--- src/rtl/delay_pipe_tap.sv ---
// Stallable, flushable multi-bit delay line with a runtime-selectable tap.
// Tracks per-stage valid bits and reports how many stages are occupied.
module delay_pipe_tap #(
    parameter int               WIDTH          = 32,
    parameter int               DEPTH          = 4,
    parameter logic [WIDTH-1:0] RESET          = '0,
    parameter bit               CLEAR_ON_FLUSH = 1'b0,
    parameter bit               MASK_INVALID   = 1'b0,
    parameter int               SELW           = (DEPTH > 0) ? $clog2(DEPTH + 1) : 1
) (
    input  logic             clk,
    input  logic             rst_n,
    input  logic             en,
    input  logic             flush,
    input  logic [WIDTH-1:0] in,
    input  logic             in_valid,
    input  logic [SELW-1:0]  sel,
    output logic [WIDTH-1:0] out,
    output logic             out_valid,
    output logic [SELW-1:0]  count
);

    if (DEPTH == 0) begin : g_bypass
        logic unused_ok;
        assign unused_ok = ^{clk, rst_n, en, flush, sel};
        assign out       = (MASK_INVALID && !in_valid) ? RESET : in;
        assign out_valid = in_valid;
        assign count     = '0;
    end else begin : g_pipe
        logic [WIDTH-1:0] d_q [DEPTH];
        logic [WIDTH-1:0] d_d [DEPTH];
        logic [DEPTH-1:0] v_q;
        logic [DEPTH-1:0] v_d;
        logic [SELW-1:0]  sel_sat;
        logic [SELW-1:0]  cnt;
        logic [WIDTH-1:0] tap_d;
        logic             tap_v;

        // Flush wins over en for valids; data still shifts unless cleared.
        always_comb begin
            d_d = d_q;
            v_d = v_q;
            if (en) begin
                d_d[0] = in;
                v_d[0] = in_valid;
                for (int k = 1; k < DEPTH; k++) begin
                    d_d[k] = d_q[k-1];
                    v_d[k] = v_q[k-1];
                end
            end
            if (flush) begin
                v_d = '0;
                if (CLEAR_ON_FLUSH) begin
                    for (int k = 0; k < DEPTH; k++) begin
                        d_d[k] = RESET;
                    end
                end
            end
        end

        always_ff @(posedge clk or negedge rst_n) begin
            if (!rst_n) begin
                for (int k = 0; k < DEPTH; k++) begin
                    d_q[k] <= RESET;
                end
                v_q <= '0;
            end else begin
                for (int k = 0; k < DEPTH; k++) begin
                    d_q[k] <= d_d[k];
                end
                v_q <= v_d;
            end
        end

        assign sel_sat = (sel > SELW'(DEPTH)) ? SELW'(DEPTH) : sel;

        always_comb begin
            tap_d = in;
            tap_v = in_valid;
            for (int k = 0; k < DEPTH; k++) begin
                if (sel_sat == SELW'(k + 1)) begin
                    tap_d = d_q[k];
                    tap_v = v_q[k];
                end
            end
        end

        always_comb begin
            cnt = '0;
            for (int k = 0; k < DEPTH; k++) begin
                cnt = cnt + SELW'(v_q[k]);
            end
        end

        assign out       = (MASK_INVALID && !tap_v) ? RESET : tap_d;
        assign out_valid = tap_v;
        assign count     = cnt;
    end

endmodule

--- config.mk ---
export PLATFORM = sky130hd
export DESIGN_NAME = delay_pipe_tap
export DESIGN_NICKNAME = d
export VERILOG_FILES = /design/src/rtl/delay_pipe_tap.sv
export SDC_FILE = /design/constraint.sdc
export NUM_CORES = 1
export LEC_CHECK = 0
export CAP_MARGIN = 20
export CORE_UTILIZATION = 55
export CTS_CLUSTER_DIAMETER = 40
export DETAILED_ROUTE_END_ITERATION = 6
export PLACE_DENSITY = 0.79
export SLEW_MARGIN = 20
export SYNTH_ARGS = -nofsm -noshare
export SYNTH_HDL_FRONTEND = slang
export SYNTH_SLANG_ARGS = --single-unit
--- constraint.sdc ---
create_clock -name clk -period 2.3 [get_ports clk]
set_input_delay 0.46 -clock clk [delete_from_list [all_inputs] [get_ports clk]]
set_output_delay 0.46 -clock clk [all_outputs]
set_load 0.02 [all_outputs]
==> out/summary.txt, run 1 <==
pin count of the biggest net entering global routing = 61
Clock Power Share = 38.9%
TNS Setup = -0.302 ns
CTS tree = done
# setup viols final = 3
Worst Skew = 0.00528 ns
Syn Area/Cell = 13.5 sq um
Vias/cell = 5.84
nets = 598
P&R area growth vs syn = 29.2%
max-cap violations = 0
Ports = 76
Yosys top cell area share = 54.2%
worst-path cell with the longest stage delay = fa_1
final cell count without fillers = 708
Max Fclk = 403 MHz
post-synthesis simple-gate area fraction = 3.86%
Iteration-0 DRC Markers = 177
post-synthesis compound-gate area fraction = 12.7%
Final ANT Viol Nets = 0
internal power = 5.18 mW
WP data required = 1.84 ns
mux share of post-synthesis cell area = 24.3%
crit path max fanout = 2
Area contributors post-synth = dfrtp_1 54%, mux2_2 24%, o22ai_1 2.9%
Sw Share = 25.8%
cell taking the most area after synthesis = dfrtp_1
CTS Root Cell = clkbuf_8
failing checks = setup timing
Worst Setup Path Type = flip-flop to output pin
Placer Congestion = 0.763
Sequential Power Share = 43.1%
die footprint = 11500 sq um
H-Tree Depth = 4
Hold Path Class = input port to async pin
vias in the first global route = 4444
commonest non-fill, non-tap cells in the layout = 132 x dfrtp_1, 128 x mux2_2, 34 x clkdlybuf4s50_1, 29 x buf_4, 28 x o22ai_1
PortBufs = 75
synth unique cells = 25
status = finished, violations left
Starting Density = 56.2%
CP endpoint kind = output pin
Worst EP arrival = 2.02 ns
adder-cell share of the synthesized area = 0.739%
most common cell after layout, fill and taps aside = dfrtp_1
DRC errors left = 0
CP Buf/Inv Count = 3
Routed WL per cell = 18.8 um
final worst-path cycle share = 108%
register bit total from synthesis = 132
Power Dens Cells = 885 nW/um^2
die width = 107 um
GRT overflow = 0
Total GRT Usage = 25.2%
Post-Syn Area = 6100 sq um
Largest delay share family, worst path = adder cells
CTS buffer count = 17
RSZ-0062 raised after global routing = true
drt total wl = 13300 um
Slew Limit Headroom = 60.4%
CTS sink count = 132
placed cell count = 672
cell row count = 38
core box area = 10800 sq um
Clock Latency Late Sink = 0.51 ns
Comb pwr share = 18.1%
share of layout cells above drive strength 1 = 46.5%
post-synthesis xor/xnor area fraction = 0%
worst slew pin tran = 0.593 ns
Startpoint Class = flip-flop
worst vdd ir = 0.517 mV
Die H = 107 um
maximum clock path buffer count = 2
setup ws final = -0.181 ns
switching pwr = 1.80 mW
DP Wirelength = 8520 um
number of diodes = 0
final hold violations = 0
Post-Syn Instances = 451
max-slew violation count = 0
first-pass GRT wire length = 22000 um
hold_ws = 0.486 ns
Tmin final = 2.48 ns
clock slew seen by the registers of the worst setup and hold paths = 0.06 ns
synth warn = 0
post-synth net total = 494
drt first pass iters = 5
slowest stage delay, CP = 0.54 ns
Lkg Pwr = 3.36 nW
initial antenna violation count = 0
main combinational cell family by area after synthesis = multiplexers
register area share after synthesis = 54.2%
cells along the critical path = inv_2, fa_1, inv_2, ha_4, ha_4, buf_6
via count = 4137
synth_stat cells:
| cell | number |
|---|---|
| ha_1 | 2 |
| inv_1 | 5 |
| nand2_1 | 14 |
| fa_1 | 1 |
| o21ba_2 | 1 |
| dfrtp_1 | 132 |
| buf_2 | 13 |
| nand3b_1 | 1 |
| mux2i_1 | 4 |
| buf_4 | 12 |
| nor2b_4 | 1 |
| clkbuf_1 | 4 |
| nor2b_1 | 20 |
| nor2_1 | 4 |
| buf_6 | 6 |
| mux2_2 | 128 |
| o31ai_1 | 14 |
| o21bai_4 | 1 |
| and3b_1 | 1 |
| a221oi_1 | 9 |
| a221oi_2 | 10 |
| nand2b_1 | 2 |
| a21oi_1 | 19 |
| a22oi_1 | 19 |
| o22ai_1 | 28 |
repair_timing:
action                     in CTS  in global routing
setup endpoints to repair      36                 32
hold endpoints to repair       42                  0
setup buffers                   3                  0
pin swaps                       3                  1
hold buffers                    1                  0
gates resized for setup       139                 18
path summary, 6_finish.rpt:
path	endpoint	start	cells after the start	slack, ns
max reg2reg	g_pipe.v_q[1]$_DFFE_PN0P_	g_pipe.v_q[1]$_DFFE_PN0P_	4	1.27
min reg2reg	g_pipe.d_q[2]$_DFFE_PN0P_	g_pipe.d_q[2]$_DFFE_PN0P_	1	0.51
max in group asynchronous	g_pipe.d_q[104]$_DFFE_PN0P_	rst_n	3	1.15
min in group clk	g_pipe.d_q[2]$_DFFE_PN0P_	g_pipe.d_q[2]$_DFFE_PN0P_	1	0.51
min	g_pipe.d_q[19]$_DFFE_PN0P_	rst_n	2	0.49
max	count[1]	g_pipe.v_q[3]$_DFFE_PN0P_	6	-0.18
cells by family (layout without fill, tap and decap cells):
kind of cell | after synthesis | count (layout)
compound gates | 101 | 101
fa+ha+maj | 3 | 3
buf+inv | 40 | 157
flops | 132 | 132
mux | 132 | 132
simple gates | 43 | 43
metal layers:
metal	global-route usage, %	vias to the layer above	routed length (um)
li1	-	1900	-
met4	8.12	0	182
met2	42.5	100	6900
met5	0	-	0
met3	6.78	20	661
met1	31.5	2117	5580
sequential cells by signal, summed over array words and instances, names as in the netlist:
name	count
g_pipe.d_q	128
g_pipe.v_q	4
metrics by stage:
step | worst slack, ns | power, mW | instance area, sq um | util, %
after CTS | -0.178 | 7.02 | 7910 | 73.0
after detailed placement | -0.656 | 4.34 | 7270 | 67.1
final | -0.181 | 6.98 | 7880 | 72.7
after floorplan | 0.264 | 3.75 | 6100 | -
after global placement | -0.619 | 4.26 | 7270 | 67.1
after global routing | -0.224 | 7.27 | 7880 | 72.7
power by group through the flow:
stage	Sequential (mW)	Clock [mW]	Combinational (mW)
after floorplan	2.94	0	0.814
after global placement	2.99	0	1.27
after detailed placement	3.03	0	1.31
after CTS	3.00	2.75	1.28
after global routing	3.06	2.85	1.36
final	3.00	2.71	1.26
cell type report:
cell class	instances	area, sq um
Multi-Input combinational cell	279	2590
Clock buffer	21	439
Sequential cell	132	3300
Inverter	5	18.8
Clock inverter	11	158
Timing Repair Buffer	120	1190
Fill cell	715	2960
Tap cell	140	175
No activity file was read; power rests on OpenSTA's default activity.
==> run 2: changes to the inputs <==
--- a/config.mk
+++ b/config.mk
@@ -6,6 +6,7 @@
 export NUM_CORES = 1
 export LEC_CHECK = 0
 export CAP_MARGIN = 20
+export CORE_MARGIN = 3
 export CORE_UTILIZATION = 55
 export CTS_CLUSTER_DIAMETER = 40
 export DETAILED_ROUTE_END_ITERATION = 6
==> run 2 against run 1 <==
  * The flow still finishes with violations (setup timing)
  * Sequential share of layout area increased by 0.64 points
  * Critical endpoint unchanged
  * Global-route usage decreased by 2.4 points
  * Non-clock buffer count decreased by 4
  * Fmax about the same
==> out/summary.txt, run 2 (same netlist as run 1, synthesis figures left out) <==
status = finished, violations left (unchanged)
max-slew violation count = 0 (unchanged)
CTS sink count = 132 (unchanged)
# setup viols final = 3 (unchanged)
Ports = 76 (unchanged)
drt total wl = 13500 um (was 13300 um)
WP data required = 1.84 ns (about the same)
Max Fclk = 403 MHz (about the same)
most common cell after layout, fill and taps aside = dfrtp_1 (unchanged)
first-pass GRT wire length = 22500 um (was 22000 um)
Routed WL per cell = 19.3 um (was 18.8 um)
Power Dens Cells = 887 nW/um^2 (was 885 nW/um^2)
crit path max fanout = 2 (unchanged)
Total GRT Usage = 22.7% (was 25.2%)
Largest delay share family, worst path = adder cells (unchanged)
slowest stage delay, CP = 0.54 ns (about the same)
failing checks = setup timing (unchanged)
clock slew seen by the registers of the worst setup and hold paths = 0.06 ns (about the same)
Starting Density = 57.8% (was 56.2%)
Worst Setup Path Type = flip-flop to output pin (unchanged)
pin count of the biggest net entering global routing = 42 (was 61)
drt first pass iters = 5 (unchanged)
Setup crit end = count[1] (unchanged)
nets = 594 (was 598)
P&R area growth vs syn = 27.3% (was 29.2%)
Iteration-0 DRC Markers = 289 (was 177)
share of layout cells above drive strength 1 = 46.9% (was 46.5%)
PortBufs = 75 (unchanged)
Setup Buffers After CTS = 0 (was 3)
final hold violations = 0 (unchanged)
cell row count = 37 (was 38)
Tmin final = 2.48 ns (about the same)
CP startpoint = g_pipe.v_q[0]$_DFFE_PN0P_ (was g_pipe.v_q[3]$_DFFE_PN0P_)
via count = 4090 (was 4137)
Placer Congestion = 0.743 (was 0.763)
worst vdd ir = 0.604 mV (was 0.517 mV)
Final ANT Viol Nets = 0 (unchanged)
core box area = 10600 sq um (was 10800 sq um)
Crit. path cell count = 6 (unchanged)
Worst EP arrival = 2.02 ns (about the same)
maximum clock path buffer count = 2 (unchanged)
max reg flops = 128 (unchanged)
die footprint = 12400 sq um (was 11500 sq um)
die width = 111 um (was 107 um)
final worst-path cycle share = 108% (about the same)
vias in the first global route = 4440 (was 4444)
CP Buf/Inv Count = 3 (unchanged)
CTS buffer count = 17 (unchanged)
Power, Total = 6.88 mW (was 6.98 mW)
H-Tree Depth = 4 (unchanged)
initial antenna violation count = 1 (was 0)
FF-to-FF End = g_pipe.v_q[1]$_DFFE_PN0P_ (unchanged)
commonest non-fill, non-tap cells in the layout = 132 x dfrtp_1, 128 x mux2_2, 34 x clkdlybuf4s50_1, 30 x buf_4, 28 x o22ai_1 (was 132 x dfrtp_1, 128 x mux2_2, 34 x clkdlybuf4s50_1, 29 x buf_4, 28 x o22ai_1)
Vias/cell = 5.84 (about the same)
DP Wirelength = 8730 um (was 8520 um)
reg2reg path depth = 3 (was 4)
CTS Root Cell = clkbuf_8 (unchanged)
Startpoint Class = flip-flop (unchanged)
setup slack, reg-to-reg = 1.47 ns (was 1.27 ns)
DRC errors left = 0 (unchanged)
CTS tree = done (unchanged)
CP endpoint kind = output pin (unchanged)
cells along the critical path = inv_2, fa_1, inv_2, ha_4, ha_4, buf_6 (unchanged)
Clock Latency Late Sink = 0.52 ns (was 0.51 ns)
worst slew pin tran = 0.569 ns (was 0.593 ns)
hold_ws = 0.451 ns (was 0.486 ns)
area of the multi-input gates = 2640 sq um (was 2590 sq um)
Most flops, register = g_pipe.d_q (unchanged)
Lkg Pwr = 3.31 nW (was 3.36 nW)
Storage cell area = 3300 sq um (unchanged)
RSZ-0062 raised after global routing = true (unchanged)
# fillers = 718 (was 715)
reg-to-reg startpoint = g_pipe.v_q[0]$_DFFE_PN0P_ (was g_pipe.v_q[1]$_DFFE_PN0P_)
max-cap violations = 0 (unchanged)
largest registers = g_pipe.d_q x128, g_pipe.v_q x4 (unchanged)
Hold Path Class = input port to flip-flop (was input port to async pin)
Slew Limit Headroom = 62.1% (was 60.4%)
GRT overflow = 0 (unchanged)
Worst Skew = 0.00589 ns (was 0.00528 ns)
Die H = 111 um (was 107 um)
worst-path cell with the longest stage delay = fa_1 (unchanged)
setup ws final = -0.180 ns (was -0.181 ns)
## run 2: changes by cell type in the layout (fill, tap and decap cells not counted), sizes merged, moves of 2 or more
cell           change
clkbuf             +8
buf                +5
clkinv             -5
dlygate4sd2        -2
clkdlybuf4s15      -9
## run 2: worst min path at each step
stage | end | from | slack [ns] | cells past startpoint
4_1_cts | g_pipe.d_q[26]$_DFFE_PN0P_ | en | 0.43 | 2
3_3_place_gp | g_pipe.d_q[55]$_DFFE_PN0P_ | rst_n | 0.48 | 1
6_report | g_pipe.d_q[26]$_DFFE_PN0P_ | en | 0.45 | 2
2_1_floorplan | g_pipe.d_q[0]$_DFFE_PN0P_ | rst_n | 0.16 | 0
5_1_grt | g_pipe.d_q[89]$_DFFE_PN0P_ | en | 0.44 | 2
3_5_place_dp | g_pipe.d_q[23]$_DFFE_PN0P_ | rst_n | 0.49 | 1
## run 2: per-stage QoR
step	std cells	setup TNS, ns	util, %	worst slack, ns	area [sq um]
after floorplan	451	0	-	0.264	6100
after global placement	667	-18.75	68.3	-0.628	7210
after detailed placement	667	-19.90	68.3	-0.675	7210
after CTS	699	-0.406	74.3	-0.214	7840
after global routing	700	-0.531	73.5	-0.250	7760
final	700	-0.304	73.5	-0.180	7760
## run 2: power breakdown
group / switching, mW / internal, mW / total [mW] / leakage [nW]
sequential: 0.288 / 2.72 / 3.01 / 1.56
combinational: 0.579 / 0.657 / 1.24 / 1.47
clock: 0.908 / 1.73 / 2.64 / 0.281
total: 1.78 / 5.11 / 6.88 / 3.31
## run 2: worst register-to-register path: stages, from the launching register on
cell     delay [ns]
dfrtp_1        0.39
buf_4          0.15
mux2i_1        0.13
nor2_1         0.05
## run 2: final cells by class
type / instances / share of cell area, %
Tap cell: 136 / 2.19
Clock buffer: 27 / 6.21
Timing Repair Buffer: 116 / 13.4
Sequential cell: 132 / 42.6
Antenna cell: 1 / 0.0323
Multi-Input combinational cell: 279 / 34.1
Clock inverter: 4 / 1.23
Inverter: 5 / 0.242
## run 2: what timing repair did
| item | 4_1_cts | 5_1_grt |
|---|---|---|
| gates resized for setup | 144 | 36 |
| setup endpoints to repair | 36 | 31 |
| pin swaps | 2 | 2 |
| hold buffers | 1 | 0 |
| endpoints found under the hold margin | 38 | 0 |
## run 2: metal layers
| metal | global-route usage [%] | up-vias | share of wire (%) |
|---|---|---|---|
| li1 | - | 1888 | - |
| met1 | 29.8 | 2073 | 45 |
| met2 | 36.7 | 113 | 49 |
| met3 | 6.39 | 16 | 5.3 |
| met4 | 7.46 | 0 | 1.2 |
| met5 | 0 | - | 0 |
==> run 3: changes to the inputs <==
==> constraint.sdc (replaced) <==
create_clock -name clk -period 2.9 [get_ports clk]
set_input_delay 0.58 -clock clk [delete_from_list [all_inputs] [get_ports clk]]
set_output_delay 0.58 -clock clk [all_outputs]
set_load 0.02 [all_outputs]
==> run 3 against run 2 <==
  * The flow now finishes without violations
  * Cell count is 1.9% lower
  * Total power is 20% lower
  * Combinational power fell by 23%
  * Core utilization down 1.4 points
  * Via count decreased by 0.20%
  * Flip-flop and latch count unchanged
  * Worst hold slack worse by 0.43 ns
  * Wire length shrank 2.9%
  * Register-to-register slack better by 0.57 ns
  * Sequential power fell by 21%
  * Non-clock buffer count decreased by 13
  * Clock power is 17% lower
==> out/summary.txt, run 3 (same netlist as run 1, synthesis figures left out) <==
largest registers = g_pipe.d_q x128, g_pipe.v_q x4 (unchanged)
pin count of the biggest net entering global routing = 94 (was 42)
max-slew violation count = 0 (unchanged)
vias in the first global route = 4428 (was 4440)
Clock Latency Late Sink = 0.54 ns (was 0.52 ns)
final cell count without fillers = 687 (was 700)
die width = 111 um (unchanged)
status = complete, no violations (was finished, violations left)
Worst Skew = 0.00963 ns (was 0.00589 ns)
worst vdd ir = 0.461 mV (was 0.604 mV)
CTS Root Cell = clkbuf_8 (unchanged)
final hold violations = 0 (unchanged)
Power, Total = 5.50 mW (was 6.88 mW)
Storage cell area = 3300 sq um (unchanged)
post-route cell area = 7610 sq um (was 7760 sq um)
drt first pass iters = 4 (was 5)
Vias/cell = 5.94 (was 5.84)
share of layout cells above drive strength 1 = 42.8% (was 46.9%)
setup ws final = 0.0753 ns (was -0.180 ns)
maximum clock path buffer count = 2 (unchanged)
placed cell count = 654 (was 667)
via count = 4082 (was 4090)
Hold Path Class = input port to async pin (was input port to flip-flop)
cell row count = 37 (unchanged)
Lkg Pwr = 3.24 nW (was 3.31 nW)
drt total wl = 13100 um (was 13500 um)
CTS tree = done (unchanged)
nets = 581 (was 594)
Startpoint Class = input port (was flip-flop)
# setup viols final = 0 (was 3)
commonest non-fill, non-tap cells in the layout = 132 x dfrtp_1, 128 x mux2_2, 36 x clkdlybuf4s50_1, 28 x o22ai_1, 27 x clkbuf_2 (was 132 x dfrtp_1, 128 x mux2_2, 34 x clkdlybuf4s50_1, 30 x buf_4, 28 x o22ai_1)
Ports = 76 (unchanged)
core box area = 10600 sq um (unchanged)
Routed WL per cell = 19.1 um (was 19.3 um)
CTS sink count = 132 (unchanged)
CTS buffer count = 17 (unchanged)
Starting Density = 57.8% (unchanged)
number of diodes = 0 (was 1)
Max Fclk = 354 MHz
most common cell after layout, fill and taps aside = dfrtp_1 (unchanged)
first-pass GRT wire length = 22300 um (was 22500 um)
Placer Congestion = 0.810 (was 0.743)
die footprint = 12400 sq um (unchanged)
RSZ-0062 raised after global routing = false (was true)
area of the multi-input gates = 2550 sq um (was 2640 sq um)
P&R area growth vs syn = 24.9% (was 27.3%)
PortBufs = 75 (unchanged)
final worst-path cycle share = 97.4%
# fillers = 723 (was 718)
setup slack, reg-to-reg = 2.04 ns (was 1.47 ns)
WP data required = 2.32 ns (was 1.84 ns)
DP Wirelength = 8410 um (was 8730 um)
worst slew pin tran = 0.523 ns (was 0.569 ns)
Area after DPL = 7130 sq um (was 7210 sq um)
max reg flops = 128 (unchanged)
Final ANT Viol Nets = 0 (unchanged)
cts hold-fix bufs = 0 (was 1)
Slew Limit Headroom = 65.2% (was 62.1%)
max-cap violations = 0 (unchanged)
H-Tree Depth = 4 (unchanged)
Most flops, register = g_pipe.d_q (unchanged)
Worst EP arrival = 2.24 ns (was 2.02 ns)
Power Dens Cells = 723 nW/um^2 (was 887 nW/um^2)
DRC errors left = 0 (unchanged)
Total GRT Usage = 22.6% (was 22.7%)
initial antenna violation count = 0 (was 1)
Setup Slack @ Placement = -0.335 ns (was -0.675 ns)
Iteration-0 DRC Markers = 254 (was 289)
CP endpoint kind = output pin (unchanged)
Die H = 111 um (unchanged)
crit path max fanout = 13 (was 2)
clock slew seen by the registers of the worst setup and hold paths = 0.06 ns (about the same)
Tmin final = 2.82 ns
GRT overflow = 0 (unchanged)
Worst Setup Path Type = input port to output pin (was flip-flop to output pin)
[run 3: area by class of cell]
| type | count | area share (%) |
|---|---|---|
| sequential | 132 | 43.4 |
| multi-input combinational | 279 | 33.5 |
| timing repair buffer | 103 | 12.6 |
| clock buffer | 20 | 5.98 |
| tap | 136 | 2.24 |
| clock inverter | 12 | 2.02 |
| inverter | 5 | 0.247 |
[run 3: worst max-delay path, cell delays in order]
cell and delay [ns]:
clkdlybuf4s50_1 0.51, buf_4 0.17, and3b_1 0.24, buf_12 0.16, a22oi_1 0.09, a21oi_1 0.16, clkdlybuf4s15_1 0.32
[run 3: metal layers]
layer,global-route usage [%],up-vias,part of all wire [%]
met5,0,-,0
met4,9.57,0,1.3
met3,6.60,17,5.7
met2,36.6,112,50
met1,28.5,2084,43
li1,-,1869,-
[run 3: through the flow]
step / setup TNS (ns) / util (%) / hold WS, ns
floorplan: 0 / - / 0.284
global placement: -6.85 / 67.5 / 0.490
detailed placement: -7.81 / 67.5 / 0.496
CTS: 0 / 73.0 / 0.0201
global route: 0 / 72.1 / 0.0390
finish: 0 / 72.1 / 0.0174
[run 3: what timing repair did]
action,in CTS,in global routing
resized for setup,43,71
setup buffers,0,1
setup endpoints to repair,36,35
[run 3: where the power goes]
group / switching, mW / total, mW / internal (mW) / leakage [nW]
clock network: 0.802 / 2.18 / 1.37 / 0.281
registers: 0.220 / 2.38 / 2.16 / 1.56
logic: 0.451 / 0.952 / 0.500 / 1.40
[run 3: final timing paths]
path | startpoint | to | cells past startpoint
max in group asynchronous | rst_n | g_pipe.d_q[6]$_DFFE_PN0P_ | 2
min | rst_n | g_pipe.d_q[25]$_DFFE_PN0P_ | 1
min reg2reg | g_pipe.d_q[8]$_DFFE_PN0P_ | g_pipe.d_q[8]$_DFFE_PN0P_ | 1
min in group clk | g_pipe.d_q[8]$_DFFE_PN0P_ | g_pipe.d_q[8]$_DFFE_PN0P_ | 1
max reg2reg | g_pipe.v_q[0]$_DFFE_PN0P_ | g_pipe.v_q[0]$_DFFE_PN0P_ | 3
max | sel[0] | out[17] | 7
